**src/rtl/conv_encoder_pkg.sv**
```systemverilog
// IEEE 802.11a definitions shared by the convolutional encoder: RATE field codes,
// K=7 generator polynomials, puncture keep-masks and the rate-to-code-rate map.
// Latency: n/a (constants and pure functions only). Backpressure: n/a.
package conv_encoder_pkg;

   // SIGNAL-field RATE codes (4 bits, as transmitted in the PLCP header)
   localparam logic [3:0] RATE_6M  = 4'b1011;
   localparam logic [3:0] RATE_9M  = 4'b1111;
   localparam logic [3:0] RATE_12M = 4'b1010;
   localparam logic [3:0] RATE_18M = 4'b1110;
   localparam logic [3:0] RATE_24M = 4'b1001;
   localparam logic [3:0] RATE_36M = 4'b1101;
   localparam logic [3:0] RATE_48M = 4'b1000;
   localparam logic [3:0] RATE_54M = 4'b1100;

   // Generators applied to {newest bit, state[5:0]}; state[5] is the previous bit
   localparam logic [6:0] G0 = 7'o133;
   localparam logic [6:0] G1 = 7'o171;

   // Keep-masks over one puncture period of the unpunctured stream,
   // bit 0 = A0, bit 1 = B0, bit 2 = A1, ...
   localparam logic [3:0] PUNC_23_MASK = 4'b0111;   // A0 B0 A1
   localparam logic [5:0] PUNC_34_MASK = 6'b100111; // A0 B0 A1 B2

   typedef enum logic [1:0] {
      CR_1_2,
      CR_2_3,
      CR_3_4
   } code_rate_t;

   // Unknown codes fall back to rate 1/2
   function automatic code_rate_t code_rate(input logic [3:0] rate);
      code_rate_t cr;
      case (rate)
         RATE_48M:                              cr = CR_2_3;
         RATE_9M, RATE_18M, RATE_36M, RATE_54M: cr = CR_3_4;
         default:                               cr = CR_1_2;
      endcase
      return cr;
   endfunction

endpackage

```
**src/rtl/conv_encoder_skid.sv**
```systemverilog
// Generic 2-entry valid/ready skid buffer (output register + skid register).
// Latency: 1 cycle from accept to output. Backpressure: s_rdy_o is registered
// (= skid empty), so there is no combinational path from m_rdy_i to s_rdy_o.
// Ports: clk_i/rst_i (async active-high), s_vld_i/s_rdy_o/s_dat_i upstream,
// m_vld_o/m_rdy_i/m_dat_o downstream.
module conv_encoder_skid #(
   parameter int PW = 8
) (
   input  logic          clk_i,
   input  logic          rst_i,
   input  logic          s_vld_i,
   output logic          s_rdy_o,
   input  logic [PW-1:0] s_dat_i,
   output logic          m_vld_o,
   input  logic          m_rdy_i,
   output logic [PW-1:0] m_dat_o
);

   logic          out_vld_q, out_vld_d;
   logic [PW-1:0] out_dat_q, out_dat_d;
   logic          skid_vld_q, skid_vld_d;
   logic [PW-1:0] skid_dat_q, skid_dat_d;
   logic          rdy_q;
   logic          push, pop;

   assign push = s_vld_i && rdy_q;
   assign pop  = out_vld_q && m_rdy_i;

   always_comb begin
      out_vld_d  = out_vld_q;
      out_dat_d  = out_dat_q;
      skid_vld_d = skid_vld_q;
      skid_dat_d = skid_dat_q;
      if (skid_vld_q) begin
         // Output is necessarily full here; refill it from skid when it pops
         if (pop) begin
            out_dat_d  = skid_dat_q;
            skid_vld_d = 1'b0;
         end
      end else if (push) begin
         if (!out_vld_q || pop) begin
            out_vld_d = 1'b1;
            out_dat_d = s_dat_i;
         end else begin
            skid_vld_d = 1'b1;
            skid_dat_d = s_dat_i;
         end
      end else if (pop) begin
         out_vld_d = 1'b0;
      end
   end

   always_ff @(posedge clk_i or posedge rst_i) begin
      if (rst_i) begin
         out_vld_q  <= 1'b0;
         out_dat_q  <= '0;
         skid_vld_q <= 1'b0;
         skid_dat_q <= '0;
         rdy_q      <= 1'b0;
      end else begin
         out_vld_q  <= out_vld_d;
         out_dat_q  <= out_dat_d;
         skid_vld_q <= skid_vld_d;
         skid_dat_q <= skid_dat_d;
         rdy_q      <= !skid_vld_d;
      end
   end

   assign s_rdy_o = rdy_q;
   assign m_vld_o = out_vld_q;
   assign m_dat_o = out_dat_q;

endmodule

```
**src/rtl/conv_encoder.sv**
```systemverilog
// 802.11a K=7 convolutional encoder with 1/2, 2/3, 3/4 puncturing on AXI-Stream.
// Latency: 1 cycle (registered output), 1 beat/cycle. Backpressure: 2-entry skid,
// s_axis_tready registered; puncturing compiled in only with ENCODER_PUNCTURE_EN.
// Ports: aclk/areset; s_axis_{tdata,tuser,tvalid,tready,tlast} in (WIDTH bits,
// bit 0 first); m_axis_{tdata,tcount,tuser,tvalid,tready,tlast} out (LSB-aligned).
module conv_encoder
   import conv_encoder_pkg::*;
#(
   parameter int WIDTH = 24,
   parameter int CW    = $clog2(2*WIDTH+1)
) (
   input  logic               aclk,
   input  logic               areset,
   input  logic [WIDTH-1:0]   s_axis_tdata,
   input  logic [3:0]         s_axis_tuser,
   input  logic               s_axis_tvalid,
   output logic               s_axis_tready,
   input  logic               s_axis_tlast,
   output logic [2*WIDTH-1:0] m_axis_tdata,
   output logic [CW-1:0]      m_axis_tcount,
   output logic [3:0]         m_axis_tuser,
   output logic               m_axis_tvalid,
   input  logic               m_axis_tready,
   output logic               m_axis_tlast
);

   localparam int PW = 2*WIDTH + CW + 4 + 1;
   localparam logic [CW-1:0] CNT_1_2 = CW'(2*WIDTH);

   logic [5:0]         state_q, state_d, enc_state;
   logic               lock_q;
   logic [3:0]         rate_q, rate_eff;
   logic               accept;
   logic [2*WIDTH-1:0] raw, enc_dat;
   logic [CW-1:0]      enc_cnt;
   logic [PW-1:0]      skid_in, skid_out;

   assign accept   = s_axis_tvalid && s_axis_tready;
   // Rate is taken from the first beat of a frame and held until its tlast beat
   assign rate_eff = lock_q ? rate_q : s_axis_tuser;

   // Unpunctured A/B stream, A_i at bit 2i, B_i at bit 2i+1
   always_comb begin
      enc_state = state_q;
      raw       = '0;
      for (int i = 0; i < WIDTH; i++) begin
         raw[2*i]   = ^(G0 & {s_axis_tdata[i], enc_state});
         raw[2*i+1] = ^(G1 & {s_axis_tdata[i], enc_state});
         enc_state  = {s_axis_tdata[i], enc_state[5:1]};
      end
   end

   // Every frame starts from the zero state
   assign state_d = s_axis_tlast ? 6'd0 : enc_state;

`ifdef ENCODER_PUNCTURE_EN
   localparam logic [CW-1:0] CNT_2_3 = CW'(3*WIDTH/2);
   localparam logic [CW-1:0] CNT_3_4 = CW'(4*WIDTH/3);

   logic [2*WIDTH-1:0] punc23, punc34;

   // Compact kept bits of each puncture period; WIDTH % 6 == 0 keeps periods beat-aligned
   always_comb begin
      int k;
      punc23 = '0;
      punc34 = '0;
      k      = 0;
      for (int g = 0; g < WIDTH/2; g++) begin
         k = 0;
         for (int j = 0; j < 4; j++) begin
            if (PUNC_23_MASK[j]) begin
               punc23[3*g+k] = raw[4*g+j];
               k++;
            end
         end
      end
      for (int g = 0; g < WIDTH/3; g++) begin
         k = 0;
         for (int j = 0; j < 6; j++) begin
            if (PUNC_34_MASK[j]) begin
               punc34[4*g+k] = raw[6*g+j];
               k++;
            end
         end
      end
   end

   always_comb begin
      enc_dat = raw;
      enc_cnt = CNT_1_2;
      case (code_rate(rate_eff))
         CR_2_3: begin
            enc_dat = punc23;
            enc_cnt = CNT_2_3;
         end
         CR_3_4: begin
            enc_dat = punc34;
            enc_cnt = CNT_3_4;
         end
         default: ;
      endcase
   end
`else
   assign enc_dat = raw;
   assign enc_cnt = CNT_1_2;
`endif

   always_ff @(posedge aclk or posedge areset) begin
      if (areset) begin
         state_q <= '0;
         lock_q  <= 1'b0;
         rate_q  <= '0;
      end else if (accept) begin
         state_q <= state_d;
         lock_q  <= !s_axis_tlast;
         rate_q  <= rate_eff;
      end
   end

   assign skid_in = {enc_dat, enc_cnt, rate_eff, s_axis_tlast};

   conv_encoder_skid #(
      .PW (PW)
   ) u_skid (
      .clk_i   (aclk),
      .rst_i   (areset),
      .s_vld_i (s_axis_tvalid),
      .s_rdy_o (s_axis_tready),
      .s_dat_i (skid_in),
      .m_vld_o (m_axis_tvalid),
      .m_rdy_i (m_axis_tready),
      .m_dat_o (skid_out)
   );

   assign {m_axis_tdata, m_axis_tcount, m_axis_tuser, m_axis_tlast} = skid_out;

endmodule

```
**config.mk**
```make
export PLATFORM = sky130hd
export DESIGN_NAME = conv_encoder
export DESIGN_NICKNAME = d
export VERILOG_FILES = /design/src/rtl/conv_encoder_pkg.sv /design/src/rtl/conv_encoder_skid.sv /design/src/rtl/conv_encoder.sv
export SDC_FILE = /design/constraint.sdc
export NUM_CORES = 1
export LEC_CHECK = 0
export ABC_AREA = 1
export CORE_AREA = 10 10 133 135
export DETAILED_ROUTE_END_ITERATION = 6
export DIE_AREA = 0 0 143 145
export PLACE_DENSITY_LB_ADDON = 0.15
export SYNTH_ARGS = -nofsm -noshare
export SYNTH_HDL_FRONTEND = slang
export SYNTH_SLANG_ARGS = --single-unit
```
**constraint.sdc**
```tcl
create_clock -name aclk -period 3.9 [get_ports aclk]
set_input_delay 0.78 -clock aclk [delete_from_list [all_inputs] [get_ports aclk]]
set_output_delay 0.78 -clock aclk [all_outputs]
set_load 0.005 [all_outputs]
```
## Yosys cells after proc, flatten, opt, wreduce, memory -nomap -nowiden

Index checks and enable logic that the tools add are counted.
Widths: inputs -> output; s select.

- Input port bits: 33
- Output and inout port bits: 61
- Register bits: 128

- Muxes and demuxes: 13
- Reductions and logical operators: 60
- Eq/ne operators: 2
- Bitwise operators: 2

Operators by type and width:

| cell | count |
|---|---|
| $reduce_xor 7->1 | 48 |
| $mux 59 | 4 |
| $reduce_and 3->1 | 3 |
| $mux 1 | 7 |
| $mux 6 | 1 |
| $reduce_bool 2->1 | 3 |
| $mux 4 | 1 |
| $logic_not 1->1 | 3 |
| $logic_and 1x1->1 | 2 |
| $ne 2x1->1 const B | 1 |
| $ne 2x2->1 const B | 1 |
| $not 1->1 | 2 |
| $logic_or 1x1->1 | 1 |

## Depth between registers and ports, before layout

Gate-level depths: netlist (run 1).

- Depth in word-level cells: 6
- Mapped depth: 10

## Modules after synthesis

From an unflattened synthesis (run 1), not the netlist that was laid out.

- Cells, all modules: 1,286
- Area total of the unflattened synthesis: 8,323.0 um2

Modules (own cells, without submodules):

| module | area an instance (um2) | seq. area each (um2) | instances | cells an instance |
|---|---|---|---|---|
| conv_encoder_skid | 5,466.5 | 3,027.9 | 1 | 717 |
| conv_encoder | 2,856.5 | 275.3 | 1 | 569 |

## Worst setup path before layout (run 1)

No wires, ideal clock.

- Path type: in2reg
- From: in s_axis_tdata[10]
- To: reg u_skid.out_dat_q[34] (netlist: u_skid.m_dat_o[34])
- Slack: 2.206 ns
- Stages: 10
- Required time: 3.784 ns
- Arrival: 1.577 ns
- Path buffers: 1
- Cell sequence: buf_2 -> inv_1 -> nand2_1 -> nand2_1 -> nand2_1 -> nand2_1 -> nand2_1 -> nand3_1 -> nand2_1 -> nand2_1

- Word-level cells in the longest chain between the ends: 4

RTL lines:

| what | line | RTL |
|---|---|---|
| from (decl) | conv_encoder.sv:14 | `input logic [WIDTH-1:0] s_axis_tdata,` |
| $reduce_xor 7->1 | conv_encoder.sv:48 | `raw[2*i+1] = ^(G1 & {s_axis_tdata[i], enc_state});` |
| $mux 59 | conv_encoder_skid.sv:41 | `if (!out_vld_q \|\| pop) begin` |
| $mux 59 | conv_encoder_skid.sv:40 | `end else if (push) begin` |
| $mux 59 | conv_encoder_skid.sv:34 | `if (skid_vld_q) begin` |
| to (signal assigned) | conv_encoder_skid.sv:62 | `out_dat_q <= out_dat_d;` |
| to (decl) | conv_encoder_skid.sv:20 | `logic [PW-1:0] out_dat_q, out_dat_d;` |

Every way passes these cells. The select of a mux whose other input is x is not followed.
A chain may end at the register's enable or synchronous reset.

## Worst setup path in the final report (run 1)

- From: in s_axis_tvalid
- To: reg u_skid.out_dat_q[26] (netlist: u_skid.m_dat_o[26])

- Word-level cells in the longest chain between the ends: 3

RTL lines:

| what | line | RTL |
|---|---|---|
| from (decl) | conv_encoder.sv:16 | `input logic s_axis_tvalid,` |
| $logic_and 1x1->1 | conv_encoder_skid.sv:26 | `assign push = s_vld_i && rdy_q;` |
| $reduce_bool 2->1 (no line) | n/a |  |
| $reduce_and 3->1 (no line) | n/a |  |

Every way passes these cells.

==> results of run 1 <==
worst paths after layout:
path | start | to | slack [ns] | cells after the start
worst max-delay path | s_axis_tvalid | u_skid.m_dat_o[26] | 1.64 | 8
worst min-delay path | u_skid.skid_dat_q[10] | u_skid.skid_dat_q[10] | 0.47 | 1
worst max register to register | u_skid.skid_vld_q | u_skid.m_dat_o[26] | 1.72 | 8
worst min register to register | u_skid.skid_dat_q[10] | u_skid.skid_dat_q[10] | 0.47 | 1
max in group asynchronous | areset | u_skid.skid_dat_q[47] | 2.53 | 3
min in group asynchronous | areset | u_skid.m_dat_o[3] | 0.90 | 3
power breakdown:
part	switching (uW)	leakage [uW]	internal (uW)
sequential	260	0.00151	1840
clock	594	0.000302	1100
combinational	1260	0.00306	1050
total	2110	0.00487	3990
registers in the layout, indices dropped and copies added, names as in the netlist:
signal	flops
rate_q	4
lock_q	1
u_skid.skid_vld_q	1
state_q	6
u_skid.skid_dat_q	54
u_skid.m_vld_o	1
u_skid.m_dat_o	54
u_skid.s_rdy_o	1
placed cells by master (no fill, tap or decap), types with 3 or more instances in the layout:
cell / count
dfrtp_1: 122
nand2_1: 518
clkbuf_16: 17
nand3_1: 155
o21ai_2: 10
buf_12: 3
conb_1: 4
clkinv_2: 4
xor2_1: 15
xnor2_1: 18
nor2_1: 23
o22ai_1: 5
clkinvlp_4: 4
o21ai_1: 9
inv_1: 104
a21oi_1: 42
bufinv_16: 4
o21ai_0: 43
clkdlybuf4s50_1: 89
per-layer routing:
layer  up-vias  track usage (%)  share of wire (%)
met5         -                0                  0
met4         0             5.99                1.4
met3        25             3.98                4.8
met2       141             29.9                 47
met1      3257             25.3                 47
li1       3670                -                  -
metrics by stage:
stage / setup slack [ns] / power, uW / cells / hold WS [ns]
CTS: 1.62 / 6170 / 1393 / 0.470
global placement: 1.22 / 4390 / 1361 / 0.454
finish: 1.64 / 6100 / 1394 / 0.466
detailed placement: 1.18 / 4440 / 1361 / 0.456
global route: 1.44 / 6590 / 1393 / 0.492
floorplan: 1.62 / 3510 / 1142 / 0.440
logic make-up after synthesis:
group | after synthesis
other | 1
AND/OR/NAND/NOR | 702
AO/OA/AOI/OAI | 110
XOR/XNOR | 33
buffers and inverters | 171
flip-flops | 122
layout make-up:
cell class / count / area [um^2] / share of cell area, %
multi-input cells: 849 / 3760 / 41.5
well taps: 188 / 235 / 2.60
diodes: 1 / 2.50 / 0.0276
inverters: 108 / 409 / 4.52
flip-flops and latches: 122 / 3050 / 33.7
repair buffers: 94 / 966 / 10.7
clock buffers: 20 / 457 / 5.04
clock inverters: 12 / 171 / 1.89
synth_stat cells (2+ instances only):
| master | instances | area, um^2 |
|---|---|---|
| xnor2_1 | 18 | 158 |
| inv_2 | 2 | 7.51 |
| nor2_1 | 23 | 86.3 |
| a21oi_1 | 42 | 210 |
| clkbuf_2 | 5 | 25.0 |
| buf_4 | 9 | 67.6 |
| nand3b_1 | 2 | 15.0 |
| o21ai_1 | 9 | 45.0 |
| buf_6 | 7 | 78.8 |
| clkbuf_1 | 9 | 33.8 |
| dfrtp_1 | 122 | 3050 |
| inv_1 | 105 | 394 |
| o21ai_2 | 10 | 87.6 |
| o21ai_0 | 43 | 215 |
| xor2_1 | 15 | 131 |
| buf_2 | 29 | 145 |
| nand3_1 | 155 | 776 |
| o22ai_1 | 5 | 31.3 |
| buf_1 | 3 | 11.3 |
| nand2_1 | 518 | 1940 |
==> summary.txt, run 1 <==
Detailed routing
  – # DRC: 0
  – DR WL/cell: around 14 um
  – Pre-antenna DRT Iters: 5
  – Post-route ant nets: 0
  – Vias/cell: roughly 5.1
  – Routed vias: 7,093
  – DRT iter0 DRCs: 482
  – DRT Wirelength: slightly below 20 mm

Logic synthesis
  – Complex-gate fraction of the synthesized area: under 10%
  – Synth Area in Simple Gates: between 30 and 40%
  – Mapped Area: ~0.0076 mm^2
  – Syn_area_per_cell: about 6.6 um^2
  – Largest family of logic cells by synthesized area: simple AND/OR/NAND/NOR gates
  – Post-Synth XOR/XNOR Area: ~3.8%
  – Seq/Total Area, Yosys: about two fifths
  – Synth Instances: ~1,100
  – Yosys cell types: 28
  – Post-synth ARST share: 100%
  – Top FF cell, synth: dfrtp_1
  – Ys Warns: 0
  – EDFF count, synth: 0
  – Post-Synth Adder-Cell Area: 0%
  – Register bit total from synthesis: between 100 and 150
  – Mux share of post-synthesis cell area: 0%

Clock network
  – Postcts setup bufs: 0
  – CTS buffer count: 17
  – Clk_lat worst skew: around 0.42 ns
  – # resized after CTS: 0
  – Root Driver: clkbuf_16
  – Worst-path clk slew: about 0.060 ns
  – H-tree depth: 4
  – CTS tree: yes
  – Clock Path Buffers: 2
  – CTS Sinks: 122
  – CTS Hold Bufs: 0

Setup path
  – Max stage delay on crit path: between 0.5 and 0.6 ns
  – Endpoint class of the critical path: flip-flop
  – CP required: between 4 and 5 ns
  – Critical path, cell by cell: clkdlybuf4s50_1 -> nand2_1 -> nand2_1 -> nand2_4 -> buf_12 -> a21oi_1 -> nand2_1 -> nand2_1
  – Worst setup SP type: primary input
  – Slowest-stage cell, CP: nand2_4
  – Crit path buf inv count: 2
  – CP dominant cell by count: nand2_1
  – Worst-path fanout max: 65
  – WS Path Type: in -> reg
  – Worst EP arrival: approximately 2.6 ns
  – Top delay family on crit path: simple AND/OR/NAND/NOR gates

Power
  – Leakage: around 0.005 uW
  – PD cells: 673 mW/mm^2
  – Worst vdd ir: between 300 and 400 uV

Timing
  – Fin. max-slew vios: 0
  – RSZ-0062 raised after global routing: false
  – Peak Freq: ~440 MHz
  – Final period util: between 50 and 60%
  – Setup total negative slack: 0 ns
  – Worst-Margin Slew: ~0.72 ns
  – Final setup vio count: 0
  – Skew final: ~0.0064 ns
  – Fin. Hold Viols: 0
  – Slew margin rel.: 52.0%
  – Post-route minimum period: about 2.3 ns

Placement
  – Placed standard-cell area: roughly 0.0084 mm^2
  – Post-DP HPWL: roughly 13 mm
  – GPL Wtd Cong: between 0.8 and 0.9
  – Port Buf Inserts: 89

Min path
  – HP Class: reg -> reg

Floorplan
  – Total core area: 0.0150 mm^2
  – Die Height: 145 um
  – Die W: 143 um
  – IO Pins: 94
  – Row count: 45
  – Die ar.: 0.0207 mm^2
  – Initial core utilization: just over 50%

Cells and area
  – Final instance area: just over 0.009 mm^2
  – Fin nets: around 1,200
  – Share of layout cells above drive strength 1: 4.40%
  – Fill cell count: about 1,400
  – Syn-to-layout area delta: 19.6%
  – Final core occ: around three fifths

GRT
  – First-pass GRT wire length: ~33 mm
  – Global-route usage over all layers: a little under a fifth
  – Largest net degree at the start of global routing: 123
  – Grt ovf: 0
  – Initial antenna violation count: 0
  – Vias in the first global route: ~6,800

Run status
  – Outcome: complete, no violations

Run
  – # Max-Cap Violations: 0
No activity file was read; power rests on OpenSTA's default activity.
==> run 2: changes to the inputs <==
--- a/config.mk
+++ b/config.mk
@@ -6,9 +6,9 @@
 export NUM_CORES = 1
 export LEC_CHECK = 0
 export ABC_AREA = 1
-export CORE_AREA = 10 10 133 135
+export CORE_AREA = 10 10 127 129
 export DETAILED_ROUTE_END_ITERATION = 6
-export DIE_AREA = 0 0 143 145
+export DIE_AREA = 0 0 137 139
 export PLACE_DENSITY_LB_ADDON = 0.15
 export SYNTH_ARGS = -nofsm -noshare
 export SYNTH_HDL_FRONTEND = slang
==> constraint.sdc (replaced) <==
create_clock -name aclk -period 2.3 [get_ports aclk]
set_input_delay 0.46 -clock aclk [delete_from_list [all_inputs] [get_ports aclk]]
set_output_delay 0.46 -clock aclk [all_outputs]
set_load 0.005 [all_outputs]
==> run 2 against run 1 <==
Net effect: clock power increased by 79%; final cell count increased by 0.86%; critical path type is now reg -> out; die area fell by 8.2%; largest power group unchanged; clock skew is 0.0012 ns higher; clock-buffer cell count stayed put; sequential cell count stayed put; utilization grew 7.8 points; critical path depth down 7.
==> summary.txt, run 2 (same netlist as run 1, synthesis figures left out) <==
Detailed routing
  – Routed vias: ~7,200
  – DRT Wirelength: between 15 and 20 mm
  – Vias/cell: ~5.1
  – Pre-antenna DRT Iters: 5
  – # DRC: 0
  – Post-route ant nets: 0
  – DRT iter0 DRCs: 500
  – DR WL/cell: about 14 um

GRT
  – Initial antenna violation count: 0
  – Largest net degree at the start of global routing: 72
  – Vias in the first global route: 6,888
  – Grt ovf: 0
  – First-pass GRT wire length: approximately 33 mm
  – Global-route usage over all layers: a little over a fifth

Placement
  – GPL Wtd Cong: just over 0.9
  – Placed standard-cell area: ~0.0086 mm^2
  – Placement Setup Slack: 0.190 ns
  – Port Buf Inserts: slightly below 90
  – Post-DP HPWL: ~14 mm

Floorplan
  – IO Pins: 94
  – Die W: 137 um
  – Total core area: 0.0137 mm^2
  – Initial core utilization: between 50% and 60%
  – Die ar.: approximately 0.019 mm^2
  – Row count: 43
  – Die Height: ~140 um

Cells and area
  – Syn-to-layout area delta: 22.7%
  – Most frequent cells in the layout: nand2_1 (518), nand3_1 (155), dfrtp_1 (122)
  – Share of layout cells above drive strength 1: 5.95%
  – Commonest non-fill, non-tap cell in the layout: nand2_1
  – Diode count: 0
  – Fin nets: around 1,200
  – Fill cell count: 1,204
  – Final instance area: just over 0.009 mm^2

Power
  – PD cells: 1140 mW/mm^2
  – Flop pwr share: about a third
  – Worst vdd ir: slightly above 600 uV
  – P_int: approximately 7000 uW
  – Clock share of power: around 28%
  – Net load switching power: approximately 3600 uW
  – Leakage: between 0.005 and 0.006 uW
  – Sw frac: approximately 34%
  – Total power: between 10,000 and 15,000 uW
  – Logic pwr share: a little under two fifths

Min path
  – HP Class: reg -> reg
  – Hold Crit Depth: 1

Clock network
  – Root Driver: clkbuf_16
  – H-tree depth: 4
  – # resized after CTS: 0
  – CTS buffer count: 17
  – Clock Path Buffers: 2
  – Postcts setup bufs: 0
  – CTS Hold Bufs: 0
  – CTS Sinks: 122
  – CTS tree: yes
  – Clk_lat worst skew: 0.42 ns
  – Worst-path clk slew: ~0.060 ns

Timing
  – Setup total negative slack: 0 ns
  – Peak Freq: ~540 MHz
  – Skew final: roughly 0.0076 ns
  – Slew margin rel.: a little over half
  – Fin. max-slew vios: 0
  – Fin. Hold Viols: 0
  – Worst-Margin Slew: between 0.7 and 0.8 ns
  – Final period util: between 70% and 80%
  – RSZ-0062 raised after global routing: false
  – Final setup vio count: 0
  – Final worst slack: 0.464 ns
  – Hold Slack: 0.471 ns
  – Post-route minimum period: ~1.8 ns

Run
  – # Max-Cap Violations: 0

Setup path
  – Worst reg-to-reg path cell count: 7
  – Worst EP arrival: 1.38 ns
  – WS Path Type: reg -> out
  – Endpoint class of the critical path: output port
  – Worst setup SP type: flip-flop
  – Crit path buf inv count: 1
  – CP required: 1.84 ns
  – Top delay family on crit path: buffers and inverters
  – Worst path depth: 1
  – Max stage delay on crit path: approximately 0.53 ns
  – Worst-path fanout max: 2
  – Critical path, cell by cell: clkdlybuf4s50_1
  – Slowest-stage cell, CP: clkdlybuf4s50_1

Run status
  – Outcome: complete, no violations
run 2: cell types whose count changed in the layout (fill, tap and decap cells not counted), sizes merged:
cell / change
buf: +22
inv: +1
clkinv: -3
clkinvlp: -1
bufinv: +2
diode: -1
run 2: path summary, 6_finish.rpt:
| path | slack [ns] | to | from |
|---|---|---|---|
| worst max-delay path | 0.46 | m_axis_tdata[25] | u_skid.m_dat_o[36] |
| worst min-delay path | 0.47 | u_skid.skid_dat_q[10] | u_skid.skid_dat_q[10] |
| worst max register to register | 0.67 | u_skid.m_dat_o[41] | u_skid.s_rdy_o |
| worst min register to register | 0.47 | u_skid.skid_dat_q[10] | u_skid.skid_dat_q[10] |
| max in group asynchronous | 1.45 | u_skid.m_dat_o[43] | areset |
| min in group asynchronous | 0.48 | u_skid.m_dat_o[11] | areset |
run 2: layout make-up:
class	count	area (um^2)	area share, %
multi-input combinational	849	3760	40.5
sequential	122	3050	32.8
timing repair buffer	116	1180	12.7
clock buffer	20	447	4.81
inverter	108	409	4.40
tap	180	225	2.42
clock inverter	11	218	2.34
run 2: power groups by stage:
stage / Sequential [uW] / Combinational, uW / Clock, uW
after floorplan: 3560 / 2390 / 0
after global placement: 3570 / 3960 / 0
after detailed placement: 3590 / 4030 / 0
after CTS: 3570 / 4080 / 3060
after global routing: 3680 / 4580 / 3160
final: 3570 / 4030 / 3020
run 2: per-layer routing:
metal	vias up	track usage [%]	wire, um
li1	3706	-	-
met1	3301	28.4	9020
met2	185	33.1	9130
met3	23	5.11	1040
met4	0	6.16	308
met5	-	0	0
run 2: stage by stage:
| step | utilization (%) | cells |
|---|---|---|
| after floorplan | - | 1142 |
| after global placement | 63.2 | 1375 |
| after detailed placement | 63.2 | 1375 |
| after CTS | 68.0 | 1406 |
| after global routing | 68.0 | 1406 |
| final | 68.0 | 1406 |
run 2: worst register-to-register path: cells and delay by family, from the launching register on:
kind	cells	cell delay, ns
buf+inv	1	0.24
flops	1	0.40
simple gates	5	0.77
compound gates	1	0.10
==> run 3: changes to the inputs <==
--- a/config.mk
+++ b/config.mk
@@ -6,9 +6,9 @@
 export NUM_CORES = 1
 export LEC_CHECK = 0
 export ABC_AREA = 1
-export CORE_AREA = 10 10 127 129
+export CORE_AREA = 10 10 133 135
 export DETAILED_ROUTE_END_ITERATION = 6
-export DIE_AREA = 0 0 137 139
+export DIE_AREA = 0 0 143 145
 export PLACE_DENSITY_LB_ADDON = 0.15
 export SYNTH_ARGS = -nofsm -noshare
 export SYNTH_HDL_FRONTEND = slang
==> constraint.sdc (replaced) <==
create_clock -name aclk -period 1.6 [get_ports aclk]
set_input_delay 0.32 -clock aclk [delete_from_list [all_inputs] [get_ports aclk]]
set_output_delay 0.32 -clock aclk [all_outputs]
set_load 0.005 [all_outputs]
==> run 3 against run 2 <==
Net effect: setup slack got worse by 0.34 ns; sequential power up 43%; combinational power grew 41%; register-to-register slack got worse by 0.54 ns; critical path depth rose by 6; clock skew increased by 0.0016 ns; sequential cell count did not move; largest power group unchanged; highest routed layer unchanged.
==> summary.txt, run 3 (same netlist as run 1, synthesis figures left out) <==
Run status
  – Outcome: complete, no violations

GRT
  – Global-route usage over all layers: slightly below 20%
  – Grt ovf: 0
  – Largest net degree at the start of global routing: 69
  – Initial antenna violation count: 0
  – Vias in the first global route: a little over 7,000
  – First-pass GRT wire length: between 30 and 40 mm

Detailed routing
  – # DRC: 0
  – Routed vias: approximately 7,500
  – DRT Wirelength: 20.7 mm
  – Vias/cell: 5.06
  – Pre-antenna DRT Iters: 7
  – DR WL/cell: around 14 um
  – Post-route ant nets: 0
  – DRT iter0 DRCs: 497

Setup path
  – Reg-to-reg slack, setup: 0.13 ns
  – CP required: between 1.5 and 2 ns
  – Worst-path fanout max: between 40 and 50
  – Worst r2r dst: u_skid.skid_dat_q[55]
  – Worst EP arrival: 1.76 ns
  – Critical path, cell by cell: inv_1 -> nor2_2 -> inv_2 -> nor3_4 -> buf_12 -> buf_16 -> o21ai_0
  – WS Path Type: reg -> reg
  – Slowest-stage cell, CP: dfrtp_1
  – Max stage delay on crit path: 0.41 ns
  – Worst reg-to-reg path cell count: 7
  – Reg2Reg Launch Point: u_skid.m_vld_o
  – Worst setup SP type: flip-flop
  – Endpoint class of the critical path: flip-flop

Placement
  – Placement Setup Slack: -0.211 ns
  – Port Buf Inserts: 89
  – Post-DP HPWL: approximately 15 mm
  – GPL Wtd Cong: 0.947

Timing
  – Post-route minimum period: around 1.5 ns
  – Peak Freq: 679 MHz
  – RSZ-0062 raised after global routing: false
  – Fin. Hold Viols: 0
  – Fin. max-slew vios: 0
  – Final worst slack: ~0.13 ns
  – Final period util: between 90 and 100%
  – Final setup vio count: 0
  – Skew final: about 0.009 ns

Clock network
  – Clk_lat worst skew: 0.42 ns
  – H-tree depth: 4
  – CTS tree: yes
  – Clock Path Buffers: 2
  – Worst-path clk slew: 0.05 ns
  – CTS Sinks: roughly 120
  – CTS buffer count: 17
  – Root Driver: clkbuf_16

Power
  – PD cells: about 1500 mW/mm^2
  – Leakage: about 0.0056 uW
  – Worst vdd ir: ~790 uV

Floorplan
  – Die Height: 145 um
  – Die W: between 100 and 150 um
  – IO Pins: 94
  – Total core area: between 0.015 and 0.02 mm^2
  – Die ar.: ~0.021 mm^2
  – Row count: between 40 and 50
  – Initial core utilization: between 50% and 60%

Min path
  – HP Class: in -> async

Cells and area
  – Most frequent cells in the layout: nand2_1 (518), nand3_1 (155), dfrtp_1 (122)
  – Share of layout cells above drive strength 1: between 10% and 20%
  – Diode count: 0
  – Fin nets: between 1,000 and 1,500
  – Final core occ: 65.2%
  – Commonest non-fill, non-tap cell in the layout: nand2_1
  – Syn-to-layout area delta: 29.3%

Run
  – # Max-Cap Violations: 0
-- run 3: changes by cell type in the layout (fill, tap and decap cells not counted), sizes merged --
cell           change
clkdlybuf4s50     -58
clkinvlp           -2
inv                -1
buf               +66
clkinv             +2
clkbuf             +3
dlygate4sd2       +43
dlymetal6s2s      +15
bufinv             -2
-- run 3: power by group --
group	leakage [uW]	internal (uW)	switching, uW
Sequential	0.00151	4480	623
Combinational	0.00377	2490	3190
Clock	0.000300	2660	1390
Total	0.00558	9640	5210
-- run 3: how the worst max path moves through the flow --
stage / startpoint / endpoint / depth (start not counted)
5_1_grt: u_skid.m_vld_o / u_skid.skid_dat_q[53] / 8
3_3_place_gp: s_axis_tdata[9] / u_skid.m_dat_o[33] / 9
3_5_place_dp: s_axis_tdata[5] / u_skid.m_dat_o[28] / 10
6_report: u_skid.m_vld_o / u_skid.skid_dat_q[55] / 7
2_1_floorplan: areset / lock_q / 1
4_1_cts: u_skid.m_dat_o[30] / m_axis_tdata[19] / 1
-- run 3: what timing repair did --
item / CTS / global route
setup endpoints to repair: 43 / 36
cloned: 0 / 1
gates resized for setup: 43 / 20
hold endpoints to repair: 0 / 0
setup buffers: 0 / 0
hold buffers: 0 / 0
-- run 3: critical path, delay by kind of cell, from the launching register on --
family                 cells  cell delay [ns]
AO/OA/AOI/OAI              1             0.12
buffers and inverters      4             0.51
flip-flops                 1             0.41
AND/OR/NAND/NOR            2             0.28
-- run 3: layout make-up --
type | instances | area (um^2)
fillers | 1339 | 5240
multi-input cells | 849 | 3760
flip-flops and latches | 122 | 3050
repair buffers | 183 | 1730
clock buffers | 22 | 464
inverters | 108 | 409
well taps | 188 | 235
clock inverters | 8 | 144
-- run 3: per-stage QoR --
| stage | cells | hold slack (ns) | TNS [ns] | area [um^2] | power (uW) |
|---|---|---|---|---|---|
| 2_1_floorplan | 1142 | 0.440 | -26.51 | 7590 | 8550 |
| 3_3_place_gp | 1449 | 0.450 | -12.17 | 9160 | 11100 |
| 3_5_place_dp | 1449 | 0.454 | -14.62 | 9160 | 11200 |
| 4_1_cts | 1479 | 0.386 | 0 | 9720 | 15000 |
| 5_1_grt | 1480 | 0.382 | 0 | 9800 | 16000 |
| 6_report | 1480 | 0.365 | 0 | 9800 | 14800 |
-- run 3: routing by layer --
metal / up-vias / track usage [%] / wire (um)
met5: - / 0 / 0
met4: 0 / 6.30 / 327
met3: 33 / 3.81 / 967
met2: 171 / 32.2 / 9760
met1: 3438 / 25.8 / 9600
li1: 3849 / - / -
